[src/rtl/audio_stream_framer_if.sv]
// Byte-stream-in / frame-out bundle between rxuart, the framer and the per-channel DACs.
// slave = framer side, master = source/monitor side.
interface audio_stream_framer_if #(
  parameter int BITS     = 16,
  parameter int CHANNELS = 2,
  parameter int DEPTH    = 16
);
  logic [7:0]               rx_byte;
  logic                     rx_valid;
  logic                     err_clr;
  logic [CHANNELS*BITS-1:0] sample_out;
  logic                     sample_ce;
  logic [$clog2(DEPTH):0]   fifo_level;
  logic                     overflow;
  logic                     underrun;
  logic                     resync;

  modport slave (
    input  rx_byte, rx_valid, err_clr,
    output sample_out, sample_ce, fifo_level, overflow, underrun, resync
  );

  modport master (
    output rx_byte, rx_valid, err_clr,
    input  sample_out, sample_ce, fifo_level, overflow, underrun, resync
  );
endinterface

[src/rtl/audio_stream_framer.sv]
// audio_stream_framer: LE interleaved rxuart bytes -> frames -> FIFO -> one frame per RATE_DIV tick.
// Latency: frame readable the cycle after its last byte; sample_out/sample_ce update the cycle after a tick.
// No backpressure: frames hitting a full FIFO are dropped (overflow). AUDIO_RESYNC_EN adds idle resync.
module audio_stream_framer #(
  parameter int BITS          = 16,
  parameter int CHANNELS      = 2,
  parameter int DEPTH         = 16,
  parameter int RATE_DIV      = 250,
  parameter int UNDERRUN_HOLD = 1,
  parameter int TIMEOUT       = 1024
) (
  input  logic                 clk,
  input  logic                 reset_n,
  audio_stream_framer_if.slave bus
);
  localparam int FW = CHANNELS * BITS;
  localparam int NB = BITS / 8;
  localparam int AW = $clog2(DEPTH);
  localparam int BW = (NB > 1) ? $clog2(NB) : 1;
  localparam int CW = (CHANNELS > 1) ? $clog2(CHANNELS) : 1;
  localparam int TW = (RATE_DIV > 1) ? $clog2(RATE_DIV) : 1;
  localparam logic [BITS-1:0] MID_CH   = {1'b1, {(BITS-1){1'b0}}};
  localparam logic [FW-1:0]   MIDSCALE = {CHANNELS{MID_CH}};

  // Reset asserts asynchronously but releases on a clock edge.
  logic [1:0] rst_sync;
  logic       rst_n;

  always_ff @(posedge clk or negedge reset_n) begin
    if (!reset_n) rst_sync <= 2'b00;
    else          rst_sync <= {rst_sync[0], 1'b1};
  end
  assign rst_n = rst_sync[1];

  logic [BW-1:0] byte_idx, byte_eff;
  logic [CW-1:0] ch_idx, ch_eff;
  logic [FW-1:0] frame_q, frame_next;
  logic          timeout_fire;
  logic          last_byte, push;

`ifdef AUDIO_RESYNC_EN
  localparam int IW = $clog2(TIMEOUT + 1);
  logic [IW-1:0] idle_cnt;
  logic          resync_q;

  assign timeout_fire = (idle_cnt == IW'(TIMEOUT)) && ((byte_idx != '0) || (ch_idx != '0));

  always_ff @(posedge clk or negedge rst_n) begin
    if (!rst_n) begin
      idle_cnt <= '0;
      resync_q <= 1'b0;
    end else begin
      if (bus.rx_valid)                 idle_cnt <= '0;
      else if (idle_cnt != IW'(TIMEOUT)) idle_cnt <= idle_cnt + 1'b1;
      resync_q <= timeout_fire;
    end
  end

  // A byte landing on the timeout cycle starts the new frame.
  assign byte_eff   = timeout_fire ? '0 : byte_idx;
  assign ch_eff     = timeout_fire ? '0 : ch_idx;
  assign bus.resync = resync_q;
`else
  assign timeout_fire = 1'b0;
  assign byte_eff     = byte_idx;
  assign ch_eff       = ch_idx;
  assign bus.resync   = 1'b0;
`endif

  always_comb begin
    frame_next = frame_q;
    frame_next[(int'(ch_eff) * NB + int'(byte_eff)) * 8 +: 8] = bus.rx_byte;
  end

  assign last_byte = (byte_eff == BW'(NB - 1)) && (ch_eff == CW'(CHANNELS - 1));
  assign push      = bus.rx_valid && last_byte;

  always_ff @(posedge clk or negedge rst_n) begin
    if (!rst_n) begin
      byte_idx <= '0;
      ch_idx   <= '0;
      frame_q  <= '0;
    end else if (bus.rx_valid) begin
      frame_q <= frame_next;
      if (byte_eff == BW'(NB - 1)) begin
        byte_idx <= '0;
        ch_idx   <= (ch_eff == CW'(CHANNELS - 1)) ? '0 : ch_eff + 1'b1;
      end else begin
        byte_idx <= byte_eff + 1'b1;
      end
    end else if (timeout_fire) begin
      byte_idx <= '0;
      ch_idx   <= '0;
    end
  end

  logic [TW-1:0] tick_cnt;
  logic          tick;

  assign tick = (tick_cnt == '0);

  always_ff @(posedge clk or negedge rst_n) begin
    if (!rst_n)    tick_cnt <= TW'(RATE_DIV - 1);
    else if (tick) tick_cnt <= TW'(RATE_DIV - 1);
    else           tick_cnt <= tick_cnt - 1'b1;
  end

  // Extra pointer MSB separates full from empty.
  logic [FW-1:0] mem [DEPTH];
  logic [AW:0]   wr_ptr, rd_ptr, level_q;
  logic          empty, full, pop, push_ok;

  assign empty   = (wr_ptr == rd_ptr);
  assign full    = (wr_ptr[AW] != rd_ptr[AW]) && (wr_ptr[AW-1:0] == rd_ptr[AW-1:0]);
  assign pop     = tick && !empty;
  assign push_ok = push && (!full || pop);

  always_ff @(posedge clk) begin
    if (push_ok) mem[wr_ptr[AW-1:0]] <= frame_next;
  end

  always_ff @(posedge clk or negedge rst_n) begin
    if (!rst_n) begin
      wr_ptr  <= '0;
      rd_ptr  <= '0;
      level_q <= '0;
    end else begin
      if (push_ok) wr_ptr <= wr_ptr + 1'b1;
      if (pop)     rd_ptr <= rd_ptr + 1'b1;
      case ({push_ok, pop})
        2'b10:   level_q <= level_q + 1'b1;
        2'b01:   level_q <= level_q - 1'b1;
        default: level_q <= level_q;
      endcase
    end
  end

  logic [FW-1:0] sample_q;
  logic          ce_q, ovf_q, und_q;

  // A new error in the same cycle as err_clr keeps the flag set.
  always_ff @(posedge clk or negedge rst_n) begin
    if (!rst_n) begin
      sample_q <= '0;
      ce_q     <= 1'b0;
      ovf_q    <= 1'b0;
      und_q    <= 1'b0;
    end else begin
      ce_q <= tick;
      if (pop)                              sample_q <= mem[rd_ptr[AW-1:0]];
      else if (tick && UNDERRUN_HOLD == 0)  sample_q <= MIDSCALE;
      if (tick && empty)     und_q <= 1'b1;
      else if (bus.err_clr)  und_q <= 1'b0;
      if (push && full && !pop) ovf_q <= 1'b1;
      else if (bus.err_clr)     ovf_q <= 1'b0;
    end
  end

  assign bus.sample_out = sample_q;
  assign bus.sample_ce  = ce_q;
  assign bus.fifo_level = level_q;
  assign bus.overflow   = ovf_q;
  assign bus.underrun   = und_q;
endmodule
[src/flat_wrapper.sv]
// flat-port wrapper written by rule: the top's interface ports become plain ports
module audio_stream_framer_flat 
#(
  parameter int BITS          = 16,
  parameter int CHANNELS      = 2,
  parameter int DEPTH         = 16,
  parameter int RATE_DIV      = 250,
  parameter int UNDERRUN_HOLD = 1,
  parameter int TIMEOUT       = 1024
)
  (clk, reset_n, bus_rx_byte, bus_rx_valid, bus_err_clr, bus_sample_out, bus_sample_ce, bus_fifo_level, bus_overflow, bus_underrun, bus_resync);
  audio_stream_framer_if #(.BITS(BITS), .CHANNELS(CHANNELS), .DEPTH(DEPTH)) bus_i ();
  input  logic clk;
  input  logic reset_n;
  input wire logic [$bits(bus_i.rx_byte)-1:0] bus_rx_byte;
  input wire logic [$bits(bus_i.rx_valid)-1:0] bus_rx_valid;
  input wire logic [$bits(bus_i.err_clr)-1:0] bus_err_clr;
  output wire logic [$bits(bus_i.sample_out)-1:0] bus_sample_out;
  output wire logic [$bits(bus_i.sample_ce)-1:0] bus_sample_ce;
  output wire logic [$bits(bus_i.fifo_level)-1:0] bus_fifo_level;
  output wire logic [$bits(bus_i.overflow)-1:0] bus_overflow;
  output wire logic [$bits(bus_i.underrun)-1:0] bus_underrun;
  output wire logic [$bits(bus_i.resync)-1:0] bus_resync;
  assign bus_i.rx_byte = bus_rx_byte;
  assign bus_i.rx_valid = bus_rx_valid;
  assign bus_i.err_clr = bus_err_clr;
  assign bus_sample_out = bus_i.sample_out;
  assign bus_sample_ce = bus_i.sample_ce;
  assign bus_fifo_level = bus_i.fifo_level;
  assign bus_overflow = bus_i.overflow;
  assign bus_underrun = bus_i.underrun;
  assign bus_resync = bus_i.resync;
  audio_stream_framer #(.BITS(BITS), .CHANNELS(CHANNELS), .DEPTH(DEPTH), .RATE_DIV(RATE_DIV), .UNDERRUN_HOLD(UNDERRUN_HOLD), .TIMEOUT(TIMEOUT)) u_core (.clk(clk), .reset_n(reset_n), .bus(bus_i));
endmodule
[config.mk]
export PLATFORM = sky130hd
export DESIGN_NAME = audio_stream_framer_flat
export DESIGN_NICKNAME = d
export VERILOG_FILES = /design/src/rtl/audio_stream_framer_if.sv /design/src/rtl/audio_stream_framer.sv /design/src/flat_wrapper.sv
export SDC_FILE = /design/constraint.sdc
export NUM_CORES = 1
export LEC_CHECK = 0
export ABC_AREA = 1
export CORE_MARGIN = 2
export CORE_UTILIZATION = 25
export DETAILED_ROUTE_END_ITERATION = 8
export PLACE_DENSITY = 0.44
export SETUP_SLACK_MARGIN = 0.05
export SKIP_LAST_GASP = 1
export SLEW_MARGIN = 20
export SYNTH_ARGS = -nofsm -noshare
export SYNTH_HDL_FRONTEND = slang
export SYNTH_SLANG_ARGS = --single-unit
[constraint.sdc]
create_clock -name clk -period 2.6 [get_ports clk]
set_clock_uncertainty 0.05 [all_clocks]
set_input_delay 0.26 -clock clk [delete_from_list [all_inputs] [get_ports clk]]
set_output_delay 0.26 -clock clk [all_outputs]
set_load 0.05 [all_outputs]
==> flow_summary.toml <==
[status]
outcome = "finished clean"

[clocking]
htree_num_levels = 3
cts_buffer_depth = 3
cts_sinks = 606
insertion_delay_ns = 0.60
cts_root_buf = "clkbuf_16"
cts_buffers = 71
cts_tree = "yes"
clk_pin_slew_ns = 0.05

[timing]
setup_violations = 0
max_freq_ghz = 0.4255
fin_crit_ns = 2.350
slew_headroom = 0.2825
finalSetupTns_ns = 0
hold_viol = 0
post-route-period-util = 0.9038
worst_slew_pin_slew_ns = 1.074
maxSlewViolCount = 0
rsz0062_at_grt = "no"

[setup_path]
crit_type = "reg -> reg"
cp-startpoint = "u_core.tick_cnt[0]$_DFF_PN1_"
crit_buf_inv = 4
cp.arrival_ns = 2.58
r2r-start = "u_core.tick_cnt[0]$_DFF_PN1_"
critPathTopFamily = "simple AND/OR/NAND/NOR gates"
critPathMaxStageDelay_ns = 0.36
worst_path_max_delay_cell = "dfstp_2"
startpoint_type = "register"
cp_cell_sequence = "inv_1 -> ha_1 -> nand2_1 -> nor2_8 -> inv_2 -> nand2_2 -> nand2_2 -> inv_4 -> nand2_2 -> nor2_4 -> buf_12"
crit_top_cell = "nand2_2"
worst_setup_path_end_kind = "register"
crit_fanout = 20
worstPathRequired_ns = 2.83

[routing]
num_vias = 15152
avgRoutedWirePerCell_um = 21.10
firstDrtPassIters = 7
antenna_left = 0
drtIter0Drc = 932
drc = 0
wl_um = 68800
viasPerCell = 4.648

[yosys]
yosysSeqAreaShare = 0.7416
synthCells = 1827
synth_area_um2 = 23910
syn_avg_cell_area_um2 = 13.09
synth_edf_count = 512
ys_ff_latch = 606
synth_warnings = 0
synthArstFlopShare = 0.1551
syn_nets = 1852
ys_types = 36
ys.flop_type = "edfxtp_1"

[power]
ir_drop_mv = 0.4933
p_sw_w = 0.007974
totalPowerFinal_w = 0.02735
power.share.sequential = 0.458
power_frac_comb = 0.189
swShare = 0.2916
power_leakage_nw = 9.961
pwr_density_cell_nw_per_um2 = 936.4
p_int_w = 0.01937
clkPwrFrac = 0.353

[final_layout]
fill_cells = 9368
final_common_cell = "edfxtp_1"
drive_above_1_share = 0.1328
fin_util = 0.3078
multi_input_area_um2 = 5542
num_antenna_cells = 0
finalNonFillerCells = 3260
layout.area.seq_um2 = 17750
layout_common_cells = "edfxtp_1 (512), nor2_1 (302), o21ai_0 (288)"
syn_to_final_growth_pct = 22.13
nNetsFinal = 1965

[worst_hold_path]
hold_path.class = "in -> reg"
hold_path.startpoint = "bus_rx_valid"

[placed_design]
dpl.hpwl_um = 41420
io_buffers = 51
gp_congestion = 0.7655
dpl.cell_count = 3127

[die]
rows = 113
initial_core_util = 0.2521
io_pins = 53
die_w_um = 313.3
die_y_um = 313.3
die_area_um2 = 98140
coreArea_um2 = 94870

[global_route]
grt_pass1_wl_um = 102600
grt_max_degree = 103
grt_antenna_before_repair = 3
grt_use_total = 0.1397
grt_remaining_overflow = 0
grt_pass1_vias = 15580

[job]
cap_violations = 0
## area by class of cell
cell class,count,share of cell area
Clock inverter,27,0.008569
Timing Repair Buffer,161,0.06024
Tap cell,1265,0.05420
Sequential cell,606,0.6077
Inverter,81,0.01092
Multi-Input combinational cell,1019,0.1898
Clock buffer,101,0.06863
## flip-flops by register name, summed over array words and instances, names as in the netlist
register and cells:
u_core.bus.overflow 1, u_core.bus.sample_ce 1, u_core.wr_ptr 5, u_core.bus.fifo_level 5, u_core.ch_eff 1, u_core.tick_cnt 8, u_core.bus.sample_out 32, u_core.frame_q 32
u_core.byte_eff 1, u_core.rst_sync 2, u_core.bus.underrun 1, u_core.mem 512, u_core.rd_ptr 5
## stage by stage
step | hold slack (ns) | setup slack (ns) | area [um^2]
finish | 0.1928 | 0.2501 | 29200
global route | 0.1887 | 0.07133 | 29200
CTS | 0.1746 | 0.05383 | 29160
detailed placement | 0.2858 | 0.05641 | 26890
global placement | 0.2834 | 0.08227 | 26890
floorplan | -0.08559 | -0.1294 | 23970
## worst min-delay path: stages
cell and delay (ns):
buf_2 0.11, nand2_1 0.15, buf_4 0.19, o22ai_1 0.09
## worst paths after layout
check / to / slack, ns / cells past startpoint
worst max-delay path: u_core.mem[5][11]$_DFFE_PP_ / 0.25 / 11
worst min-delay path: u_core.bus.overflow$_DFFE_PN0P_ / 0.19 / 4
worst max register to register: u_core.mem[5][11]$_DFFE_PP_ / 0.25 / 11
worst min register to register: u_core.frame_q[30]$_DFFE_PN0P_ / 0.25 / 0
max in group asynchronous: u_core.frame_q[22]$_DFFE_PN0P_ / 1.53 / 1
min in group asynchronous: u_core.frame_q[30]$_DFFE_PN0P_ / 0.25 / 0
## logic make-up (layout without fill, tap and decap cells)
| logic type | after synthesis | count (layout) | synth area share |
|---|---|---|---|
| simple gates | 452 | 452 | 0.07754 |
| xor+xnor | 16 | 16 | 0.005860 |
| flops | 606 | 606 | 0.7416 |
| other cells | 2 | 2 | 0.0003141 |
| fa+ha+maj | 13 | 13 | 0.006802 |
| buf+inv | 202 | 370 | 0.03401 |
| compound gates | 536 | 536 | 0.1338 |
## synth_stat cells, types with 2 or more instances
cell	n	area share
nand4_1	5	0.0013
nand2_4	3	0.0014
ha_1	13	0.0068
o221ai_1	49	0.018
o21ai_0	292	0.061
clkinv_1	2	0.00031
dfstp_2	6	0.0066
conb_1	2	0.00031
o32ai_1	14	0.0051
o211ai_1	15	0.0047
a221oi_1	32	0.012
buf_2	28	0.0059
nand2_2	5	0.0013
buf_1	12	0.0019
buf_4	2	0.00063
inv_2	6	0.00094
xor2_1	15	0.0055
inv_1	71	0.011
nand2_1	74	0.012
edfxtp_1	512	0.64
nor2_1	319	0.050
nand3_1	38	0.0080
clkbuf_1	78	0.012
nand3_4	2	0.0015
o21ai_1	2	0.00042
or2_2	2	0.00052
a21oi_1	33	0.0069
dfrtp_1	88	0.092
o22ai_1	99	0.026
inv_4	2	0.00052
## power by group through the flow
stage | combinational (W) | clock (W) | sequential [W]
final | 0.00516 | 0.00966 | 0.0125
after global routing | 0.00565 | 0.0103 | 0.0126
after CTS | 0.00521 | 0.00991 | 0.0125
after detailed placement | 0.00520 | 0 | 0.0127
after global placement | 0.00512 | 0 | 0.0127
after floorplan | 0.00238 | 0 | 0.0130
## layer usage
metal,vias up,share of wire,wire [um],track usage
met5,-,0,0,0
met4,0,0.021,1416,0.03936
met3,85,0.051,3514,0.02468
met2,370,0.48,32980,0.2326
met1,7665,0.45,30890,0.1869
li1,7032,-,-,-
## what timing repair did
action,CTS,global route
pin swaps,0,2
resized for setup,2,5
hold buffers,1,0
hold endpoints to repair,2,0
setup endpoints to repair,35,168
setup buffers,0,4
Power figures use the tool's default switching activity.
